--- src/rtl/fifo_nibble_packer.sv ---
// Read-side nibble packer: drains a 4-bit FIFO under credit control and emits bytes.
// Define PACKER_MSB_FIRST_EN to place the first nibble of a pair in OutData[7:4].
module fifo_nibble_packer #(
    parameter int NIB_DEPTH   = 4,
    parameter int CNT_W       = 16,
    parameter int FIFO_RD_LAT = 1
) (
    input  logic             RdClock,
    input  logic             Reset,
    input  logic [3:0]       FifoQ,
    input  logic             FifoEmpty,
    output logic             FifoRdEn,
    output logic [7:0]       OutData,
    output logic             OutValid,
    input  logic             OutReady,
    input  logic             Flush,
    output logic [CNT_W-1:0] ByteCount,
    output logic             Busy
);

    localparam int AW = $clog2(NIB_DEPTH);
    localparam int SW = AW + 2;

    typedef enum logic {S_LO, S_HI} state_e;

    logic [FIFO_RD_LAT-1:0] rd_pipe_q, rd_pipe_d;
    logic [AW:0]            wr_ptr_q, rd_ptr_q;
    logic [3:0]             nib_mem_q [NIB_DEPTH];
    state_e                 state_q, state_d;
    logic [3:0]             lo_q, lo_d;
    logic [7:0]             out_data_q, out_data_d;
    logic                   out_valid_q, out_valid_d;
    logic [CNT_W-1:0]       cnt_q;

    logic [AW:0]   occ;
    logic [SW-1:0] inflight, credit;
    logic          rd_en, push, pop;
    logic          buf_empty, buf_full, out_free, accept;
    logic [3:0]    pop_nib;
    logic [7:0]    pair_byte;

    assign occ       = wr_ptr_q - rd_ptr_q;
    assign buf_empty = (occ == '0);
    assign buf_full  = (occ == (AW+1)'(NIB_DEPTH));
    assign pop_nib   = nib_mem_q[rd_ptr_q[AW-1:0]];
    assign push      = rd_pipe_q[FIFO_RD_LAT-1];
    assign out_free  = !out_valid_q || OutReady;
    assign accept    = out_valid_q && OutReady;

    always_comb begin
        inflight = '0;
        for (int i = 0; i < FIFO_RD_LAT; i++) begin
            inflight = inflight + SW'(rd_pipe_q[i]);
        end
    end

    // Reads in flight hold a buffer slot so a returning nibble always fits.
    assign credit = SW'(occ) + inflight;
    assign rd_en  = !FifoEmpty && !Reset && (credit < SW'(NIB_DEPTH));

    always_comb begin
        rd_pipe_d[0] = rd_en;
        for (int i = 1; i < FIFO_RD_LAT; i++) begin
            rd_pipe_d[i] = rd_pipe_q[i-1];
        end
    end

`ifdef PACKER_MSB_FIRST_EN
    assign pair_byte = {lo_q, pop_nib};
`else
    assign pair_byte = {pop_nib, lo_q};
`endif

    always_comb begin
        state_d     = state_q;
        lo_d        = lo_q;
        out_data_d  = out_data_q;
        out_valid_d = out_valid_q && !OutReady;
        pop         = 1'b0;
        unique case (state_q)
            S_LO: begin
                if (!buf_empty) begin
                    pop     = 1'b1;
                    lo_d    = pop_nib;
                    state_d = S_HI;
                end
            end
            S_HI: begin
                if (!buf_empty && out_free) begin
                    pop = 1'b1;
                    // A flush on the completion pop restarts the pair with this nibble.
                    if (Flush) begin
                        lo_d = pop_nib;
                    end else begin
                        out_data_d  = pair_byte;
                        out_valid_d = 1'b1;
                        state_d     = S_LO;
                    end
                end else if (Flush) begin
                    state_d = S_LO;
                end
            end
            default: state_d = S_LO;
        endcase
    end

    always_ff @(posedge RdClock or posedge Reset) begin
        if (Reset) begin
            rd_pipe_q   <= '0;
            wr_ptr_q    <= '0;
            rd_ptr_q    <= '0;
            state_q     <= S_LO;
            lo_q        <= '0;
            out_data_q  <= '0;
            out_valid_q <= 1'b0;
            cnt_q       <= '0;
        end else begin
            rd_pipe_q   <= rd_pipe_d;
            state_q     <= state_d;
            lo_q        <= lo_d;
            out_data_q  <= out_data_d;
            out_valid_q <= out_valid_d;
            if (push) wr_ptr_q <= wr_ptr_q + 1'b1;
            if (pop) rd_ptr_q <= rd_ptr_q + 1'b1;
            if (accept) cnt_q <= cnt_q + 1'b1;
        end
    end

    always_ff @(posedge RdClock) begin
        if (push) nib_mem_q[wr_ptr_q[AW-1:0]] <= FifoQ;
    end

    assign FifoRdEn  = rd_en;
    assign OutData   = out_data_q;
    assign OutValid  = out_valid_q;
    assign ByteCount = cnt_q;
    assign Busy      = !buf_empty || (|rd_pipe_q) || out_valid_q;

`ifndef SYNTHESIS
    always @(posedge RdClock) begin
        if (!Reset) begin
            assert (!(push && buf_full)) else $error("nibble buffer overflow");
            assert (!(pop && buf_empty)) else $error("nibble buffer underflow");
        end
    end
`endif

endmodule

--- config.mk ---
export PLATFORM = sky130hd
export DESIGN_NAME = fifo_nibble_packer
export DESIGN_NICKNAME = d
export VERILOG_FILES = /design/src/rtl/fifo_nibble_packer.sv
export SDC_FILE = /design/constraint.sdc
export NUM_CORES = 1
export LEC_CHECK = 0
export ABC_CLOCK_PERIOD_IN_PS = 2650
export BUFFER_PORTS_ARGS = -buffer_cell sky130_fd_sc_hd__buf_2
export CAP_MARGIN = 10
export CORE_ASPECT_RATIO = 0.9
export CORE_UTILIZATION = 40
export CTS_BUF_LIST = sky130_fd_sc_hd__clkbuf_4 sky130_fd_sc_hd__clkbuf_8
export CTS_CLUSTER_SIZE = 25
export DETAILED_ROUTE_END_ITERATION = 8
export PLACE_DENSITY = 0.71
export SYNTH_ARGS = -nofsm -noshare
export SYNTH_HDL_FRONTEND = slang
export SYNTH_SLANG_ARGS = --single-unit
--- constraint.sdc ---
create_clock -name RdClock -period 2.65 [get_ports RdClock]
set_input_delay 0.265 -clock RdClock [delete_from_list [all_inputs] [get_ports RdClock]]
set_output_delay 0.265 -clock RdClock [all_outputs]
set_load 0.05 [all_outputs]
==> flow_summary.json, run 1 <==
{
  "slew_violations": 0,
  "antenna_cells": 0,
  "ys_seq_area_share_pct": 61.8,
  "multi_input_area_um2": 861,
  "fin_tns_setup_ns": -0.00776,
  "crit_slowest_cell": "dfrtp_1",
  "grt_pass1_wl_um": 5710,
  "synth_area_leader_cell": "dfrtp_1",
  "crit_type": "register to primary output",
  "slowest_delay_ns": 0.37,
  "irDropWorstVdd_v": 0.000708,
  "hold_viol": 0,
  "p_leak_uw": 0.00122,
  "clock_latency_ns": 0.29,
  "yosys-top-cells-area": "dfrtp_1 (41%), edfxtp_1 (21%), xnor2_1 (5.0%), mux2_2 (4.9%), mux4_2 (4.0%)",
  "io_pins": 36,
  "fill_cells": 483,
  "synth_flop_cell": "dfrtp_1",
  "start_kind": "register",
  "cp_cell_sequence": "inv_1 > ha_1 > fa_1 > xor3_1 > or2_4 > or3_1 > buf_4",
  "drive_gt1_share_pct": 34.8,
  "reg2regPathDepth": 7,
  "finalSetupViolations": 1,
  "antenna_found_initial": 0,
  "viasPerCell": 4.81,
  "seq_area_mm2": 0.00141,
  "grt_overflow": 0,
  "grt_max_degree": 38,
  "start_util_pct": 42.3,
  "fmax_ghz": 0.376,
  "hp-class": "primary input to async pin",
  "dp_cells": 256,
  "synth_async_sr_flop_share_pct": 69.8,
  "syn_area_mm2": 0.00228,
  "port_buffers": 35,
  "slew_headroom_pct": 49.4,
  "p_per_area_mw_per_mm2": 1270,
  "skew_ns": 0.00912,
  "clock-root-buffer": "clkbuf_8",
  "numCtsBuffers": 5,
  "grt_pass1_vias": 1204,
  "wl_um": 3480,
  "cp-end-kind": "primary output",
  "ys_warn_count": 0,
  "avgSynthCellArea_um2": 14.7,
  "clk_pin_slew_worst_paths_ns": 0.09,
  "synthCells": 155,
  "required_ns": 2.38,
  "crit_fanout": 7,
  "yosysMostFrequentCell": "dfrtp_1",
  "dp_slack_ns": 0.173,
  "rsz0062_at_grt": "yes",
  "cts_tree": "done",
  "crit_family": "simple AND/OR/NAND/NOR gates",
  "wl_per_cell_um": 13.1,
  "outcome": "finished with violations",
  "die_area_mm2": 0.00600,
  "core_area_mm2": 0.00538,
  "violations": "setup timing",
  "synth_common_cells": "dfrtp_1 (37), nand2_1 (17), edfxtp_1 (16)",
  "hpwlAfterDp_um": 2580,
  "htreeDepth": 2,
  "syn-num-nets": 172,
  "clockBufferDepth": 2,
  "synth_edf_count": 16,
  "fp.dieH_um": 73.6,
  "die_w_um": 81.5,
  "synth_top_area_share_pct": 40.7,
  "worst_slack_ns": -0.00776,
  "rows": 25,
  "ys_seq_elements": 53,
  "synthDistinctLibCells": 33,
  "fin_crit_ns": 2.66,
  "cts_hold_buf": 0,
  "clkSinkCount": 53,
  "worstPathArrival_ns": 2.39,
  "first_pass_iters": 4,
  "vias": 1274,
  "path_buf_inv": 2,
  "drv_cap": 0,
  "drtAntennaViolNets": 0,
  "final.period_utilization_pct": 100,
  "layout.cells.non_filler": 265,
  "place_congestion": 0.734,
  "track_usage_pct": 13.0,
  "drc": 0,
  "layout.nets": 214,
  "synthToLayoutAreaGrowth_pct": 17.5,
  "worstMarginPinSlew_ns": 0.753,
  "path_depth": 7,
  "drt_iter0_drc": 28
}
-- cell type report --
cell class	instances	share of cell area, %
repair buffers	38	7.49
multi-input cells	96	32.2
flip-flops and latches	53	52.6
well taps	67	3.14
clock buffers	6	2.85
inverters	3	0.421
clock inverters	2	1.31
-- final timing paths --
| path | startpoint | end | slack [ns] |
|---|---|---|---|
| min in group RdClock | FifoEmpty | push | 0.16 |
| setup reg to reg | wr_ptr_q[0] | lo_q[0] | 0.40 |
| setup / recovery | wr_ptr_q[0] | Busy | -0.008 |
| hold / removal | Reset | wr_ptr_q[1] | 0.09 |
| hold reg to reg | ByteCount[15] | ByteCount[15] | 0.46 |
| max in group asynchronous | Reset | OutData[7] | 2.22 |
-- per-layer routing --
metal | global-route usage [%] | part of all wire, % | vias up
met4 | 4.76 | 0.66 | 0
met1 | 17.9 | 49 | 632
li1 | - | - | 618
met5 | 0 | 0 | -
met3 | 3.48 | 3.8 | 2
met2 | 19.6 | 47 | 22
-- where the power goes --
| group | switching, µW | total [µW] | leakage [µW] | internal [µW] |
|---|---|---|---|---|
| registers | 187 | 1280 | 0.000608 | 1090 |
| clock network | 240 | 531 | 0.0000586 | 291 |
| logic | 917 | 1580 | 0.000549 | 667 |
| total | 1340 | 3390 | 0.00122 | 2050 |
-- state kept, by name, summed over array words and instances (netlist names) --
signal	flops
OutValid	1
OutData	8
lo_q	4
wr_ptr_q	3
state_q	1
rd_ptr_q	3
ByteCount	16
nib_mem_q	16
push	1
-- stage by stage --
| step | hold slack [ns] | util [%] | cell area (µm²) | total power (µW) |
|---|---|---|---|---|
| 6_report | 0.0910 | 49.7 | 2670 | 3390 |
| 5_1_grt | 0.138 | 49.7 | 2670 | 3600 |
| 4_1_cts | 0.108 | 49.7 | 2670 | 3430 |
| 3_5_place_dp | 0.435 | 47.4 | 2550 | 2860 |
| 3_3_place_gp | 0.431 | 47.4 | 2550 | 2820 |
| 2_1_floorplan | 0.364 | - | 2290 | 2580 |
-- cells in the final DEF, fill, tap and decap left out, types with 6 or more instances in the layout --
cell type  synthesis  routed
buf_2              0      34
ha_1               7       7
edfxtp_1          16      16
dfrtp_1           37      37
xnor2_1           13      13
mux2_2            10      10
xor2_1             6       6
nand2_1           17      17
nand3_1            7       7
-- timing repair --
action / 4_1_cts / 5_1_grt
gates resized for setup: 2 / 0
buffers inserted: 1 / 0
setup endpoints to repair: 1 / 1
-- tightest hold or removal path, delay by kind of cell --
kind	cells	cell delay (ns)
buf+inv	3	0.56
-- logic make-up after synthesis --
logic type / Yosys count / share of synthesized area [%]
flops: 53 / 61.8
mux: 18 / 11.5
fa+ha+maj: 8 / 4.73
simple gates: 46 / 10.4
compound gates: 4 / 1.81
buf+inv: 6 / 1.32
xor+xnor: 20 / 8.36
Power figures use the tool's default switching activity.
==> run 2: changes to the inputs <==
- PLACE_DENSITY: 0.71 -> 0.61
==> run 2 against run 1 <==
Compared with the run above:
- the run now ends clean
- critical endpoint unchanged
- cell count is 0.75% higher
- highest routed layer unchanged
- hold slack worse by 0.0034 ns
- clock-buffer cell count shrank 1
- critical path depth unchanged
- total power increased by 1.2%
- fmax is 3.3% higher
- critical path type unchanged
- clock skew decreased by 0.00051 ns
==> flow_summary.json, run 2 (synthesized netlist as in run 1, its figures left out) <==
{
  "drt_iter0_drc": 60,
  "required_ns": 2.38,
  "finalSetupViolations": 0,
  "clock-root-buffer": "clkbuf_8",
  "grt_overflow": 0,
  "reg2regPathDepth": 8,
  "critPathCapture": "Busy",
  "crit_type": "register to primary output",
  "core_area_mm2": 0.00538,
  "rsz0062_at_grt": "no",
  "antenna_found_initial": 0,
  "swShare_pct": 41.4,
  "p_per_area_mw_per_mm2": 1280,
  "numCtsBuffers": 5,
  "hpwlAfterDp_um": 2840,
  "final.period_utilization_pct": 97.1,
  "synthToLayoutAreaGrowth_pct": 17.7,
  "grt_pass1_vias": 1426,
  "regToRegStartpoint": "wr_ptr_q[0]",
  "power_switching_uw": 1420,
  "viasPerCell": 5.00,
  "mostFrequentLayoutCell": "dfrtp_1",
  "port_buffers": 35,
  "wl_um": 3950,
  "hp-class": "primary input to async pin",
  "slew_violations": 0,
  "total_power_uw": 3430,
  "p_leak_uw": 0.00121,
  "fp.dieH_um": 73.6,
  "grt_pass1_wl_um": 6570,
  "drive_gt1_share_pct": 36.0,
  "cts_tree": "done",
  "antenna_cells": 0,
  "die_w_um": 81.5,
  "clock_latency_ns": 0.31,
  "skew_ns": 0.00861,
  "start_kind": "register",
  "rows": 25,
  "crit_fanout": 3,
  "track_usage_pct": 15.1,
  "cp-startpoint": "wr_ptr_q[0]",
  "die_area_mm2": 0.00600,
  "slew_headroom_pct": 52.7,
  "clk_pin_slew_worst_paths_ns": 0.10,
  "drtAntennaViolNets": 0,
  "cp-end-kind": "primary output",
  "io_pins": 36,
  "drv_cap": 0,
  "seq_power_share_pct": 37.4,
  "first_pass_iters": 2,
  "p_comb_share_pct": 49.2,
  "place_congestion": 0.753,
  "vias": 1336,
  "clockBufferDepth": 2,
  "htreeDepth": 2,
  "irDropWorstVdd_v": 0.000886,
  "layout.nets": 216,
  "regToRegEndpoint": "OutData[4]",
  "hold_viol": 0,
  "worstMarginPinSlew_ns": 0.703,
  "clkSinkCount": 53,
  "postPlaceCellArea_mm2": 0.00255,
  "start_util_pct": 42.3,
  "p_clk_share_pct": 13.3,
  "fin_tns_setup_ns": 0,
  "drc": 0,
  "fin_crit_ns": 2.57,
  "worstPathArrival_ns": 2.31,
  "final_cell_mix": "dfrtp_1 (37), buf_2 (33), nand2_1 (17)",
  "wl_per_cell_um": 14.8,
  "stdcell_area_mm2": 0.00268,
  "outcome": "complete, no violations",
  "grt_max_degree": 38,
  "p_int_uw": 2010,
  "r2r_slack_ns": 0.33,
  "fmax_ghz": 0.389
}
[run 2: cell types whose count changed in the layout (fill, tap and decap cells not counted), sizes merged]
cell      delta
clkinvlp     +2
clkbuf       -1
inv          +1
buf          +2
clkinv       -1
bufinv       -1
[run 2: how the worst min path moves through the flow]
stage / startpoint / to / slack (ns) / depth (start not counted)
floorplan: FifoQ[0] / nib_mem_q[0][0] / 0.36 / 0
global placement: Reset / push / 0.41 / 3
detailed placement: Reset / wr_ptr_q[2] / 0.43 / 3
CTS: Reset / state_q / 0.09 / 3
global route: Reset / wr_ptr_q[1] / 0.13 / 3
finish: Reset / wr_ptr_q[1] / 0.09 / 3
[run 2: metal layers]
metal  global-route usage, %  up-vias  share of wire [%]
li1                        -      628                  -
met1                    18.7      671                 45
met2                    24.5       28                 49
met3                    4.35        9                4.0
met4                    6.75        0                1.6
met5                       0        -                  0
[run 2: through the flow]
step                      worst slack [ns]  hold slack, ns  util (%)  cells
after floorplan                      0.246           0.364         -    155
after global placement               0.247           0.414      47.4    256
after detailed placement             0.166           0.431      47.4    256
after CTS                           0.0282          0.0925      49.4    266
after global routing              0.000976           0.133      49.8    267
final                               0.0777          0.0876      49.8    267
[run 2: area by class of cell]
class,count,area (µm²)
Clock buffer,5,68.8
Tap cell,67,83.8
Sequential cell,53,1410
Multi-Input combinational cell,96,866
Inverter,3,11.3
Fill cell,475,2700
Timing Repair Buffer,40,221
Clock inverter,3,21.3
[run 2: timing repair]
action                                  4_1_cts  5_1_grt
setup buffers                                 2        1
resized for setup                             2        4
hold buffers                                  0        0
pin swaps                                     0        1
endpoints found under the setup margin        1        2
[run 2: critical path, stage by stage (launching register included)]
cell and delay, ns:
dfrtp_1 0.37, inv_1 0.08, ha_1 0.21, fa_1 0.37, xor3_1 0.21, or2_4 0.26, or3_4 0.33, buf_6 0.16
[run 2: power groups by stage]
stage          registers (µW)  logic [µW]  clock network (µW)
2_1_floorplan            1620         953                   0
3_3_place_gp             1290        1520                   0
3_5_place_dp             1310        1570                   0
4_1_cts                  1280        1660                 467
5_1_grt                  1320        1840                 502
6_report                 1280        1690                 458
==> run 3: changes to the inputs <==
- PLACE_DENSITY: 0.61 -> 0.65
==> run 3 against run 2 <==
Compared with the run above:
- the flow now finishes with violations (setup timing)
- combinational power up 2%
- design area rose by 2.6%
- fmax decreased by 4.4%
- die area stayed put
- utilization up 1.3 points
==> flow_summary.json, run 3 (synthesized netlist as in run 1, its figures left out) <==
{
  "track_usage_pct": 13.8,
  "port_buffers": 35,
  "layout.cells.non_filler": 269,
  "grt_pass1_vias": 1245,
  "dp_cells": 257,
  "stdcell_area_mm2": 0.00275,
  "fmax_ghz": 0.372,
  "slew_violations": 0,
  "core_area_mm2": 0.00538,
  "clockBufferDepth": 2,
  "drtAntennaViolNets": 0,
  "irDropWorstVdd_v": 0.000783,
  "finalSetupViolations": 1,
  "io_pins": 36,
  "required_ns": 2.38,
  "p_leak_uw": 0.00124,
  "reg2regPathDepth": 8,
  "synthToLayoutAreaGrowth_pct": 20.7,
  "antenna_found_initial": 0,
  "skew_ns": 0.0126,
  "drc": 0,
  "hp-class": "primary input to async pin",
  "slew_headroom_pct": 49.2,
  "grt_max_degree": 17,
  "mostFrequentLayoutCell": "dfrtp_1",
  "worstMarginPinSlew_ns": 0.756,
  "numCtsBuffers": 5,
  "viasPerCell": 4.87,
  "drt_iter0_drc": 44,
  "fin_crit_ns": 2.69,
  "wl_per_cell_um": 13.8,
  "place_congestion": 0.728,
  "hpwlAfterDp_um": 2680,
  "antenna_cells": 0,
  "die_w_um": 81.5,
  "start_kind": "register",
  "worstPathArrival_ns": 2.43,
  "outcome": "finished with violations",
  "clock-root-buffer": "clkbuf_8",
  "drv_cap": 0,
  "htreeDepth": 2,
  "p_per_area_mw_per_mm2": 1300,
  "clock_latency_ns": 0.31,
  "rsz0062_at_grt": "yes",
  "total_power_uw": 3580,
  "cts_tree": "done",
  "vias": 1310,
  "postPlaceCellArea_mm2": 0.00256,
  "rows": 25,
  "wl_um": 3720,
  "grt_overflow": 0,
  "final.period_utilization_pct": 102,
  "fp.dieH_um": 73.6,
  "hold_ws_ns": 0.0199,
  "clk_pin_slew_worst_paths_ns": 0.10,
  "cp-end-kind": "primary output",
  "grt_pass1_wl_um": 5940,
  "final_cell_mix": "dfrtp_1 (37), buf_2 (33), nand2_1 (17)",
  "first_pass_iters": 4,
  "hold_viol": 0,
  "crit_type": "register to primary output",
  "start_util_pct": 42.3,
  "crit_fanout": 3,
  "layout.nets": 218,
  "die_area_mm2": 0.00600,
  "violations": "setup timing",
  "worst_slack_ns": -0.0416,
  "clkSinkCount": 53,
  "drive_gt1_share_pct": 38.6
}
run 3: per-stage QoR:
| step | worst slack [ns] | utilization [%] | TNS [ns] |
|---|---|---|---|
| after global routing | -0.129 | 51.1 | -0.129 |
| final | -0.0416 | 51.1 | -0.0416 |
| after global placement | 0.244 | 47.5 | 0 |
| after detailed placement | 0.195 | 47.5 | 0 |
| after floorplan | 0.246 | - | 0 |
| after CTS | 0.0130 | 50.0 | 0 |
run 3: worst paths after layout:
| check | startpoint | endpoint | slack [ns] |
|---|---|---|---|
| worst min-delay path | Reset | ByteCount[4] | 0.02 |
| worst max-delay path | wr_ptr_q[0] | Busy | -0.04 |
| max in group asynchronous | Reset | OutData[0] | 2.02 |
| worst max register to register | wr_ptr_q[0] | OutData[2] | 0.21 |
| worst min register to register | ByteCount[15] | ByteCount[15] | 0.47 |
| min in group RdClock | FifoEmpty | push | 0.15 |
run 3: per-layer routing:
layer	up-vias	part of all wire [%]	track usage (%)
li1	636	-	-
met1	647	47	18.9
met2	22	48	20.8
met3	5	4.0	3.60
met4	0	0.83	5.36
met5	-	0	0
run 3: report_power, final:
| group | internal (µW) | switching, µW |
|---|---|---|
| combinational | 773 | 960 |
| sequential | 1090 | 190 |
| clock | 307 | 263 |
run 3: repair_timing:
item | 4_1_cts | 5_1_grt
setup endpoints to repair | 1 | 1
hold buffers | 0 | 0
pin swaps | 0 | 4
setup buffers | 1 | 3
resized for setup | 2 | 11
run 3: critical path: stages (launching register included):
cell and delay, ns:
dfrtp_1 0.37, inv_2 0.07, ha_4 0.16, fa_2 0.38, xor3_2 0.39, or2_4 0.26, or3_4 0.34, buf_8 0.16
run 3: layout make-up:
| type | instances | area, µm² |
|---|---|---|
| tap | 67 | 83.8 |
| timing repair buffer | 42 | 244 |
| inverter | 3 | 11.3 |
| clock inverter | 2 | 37.5 |
| sequential | 53 | 1410 |
| fill | 483 | 2630 |
| multi-input combinational | 96 | 882 |
| clock buffer | 6 | 82.6 |
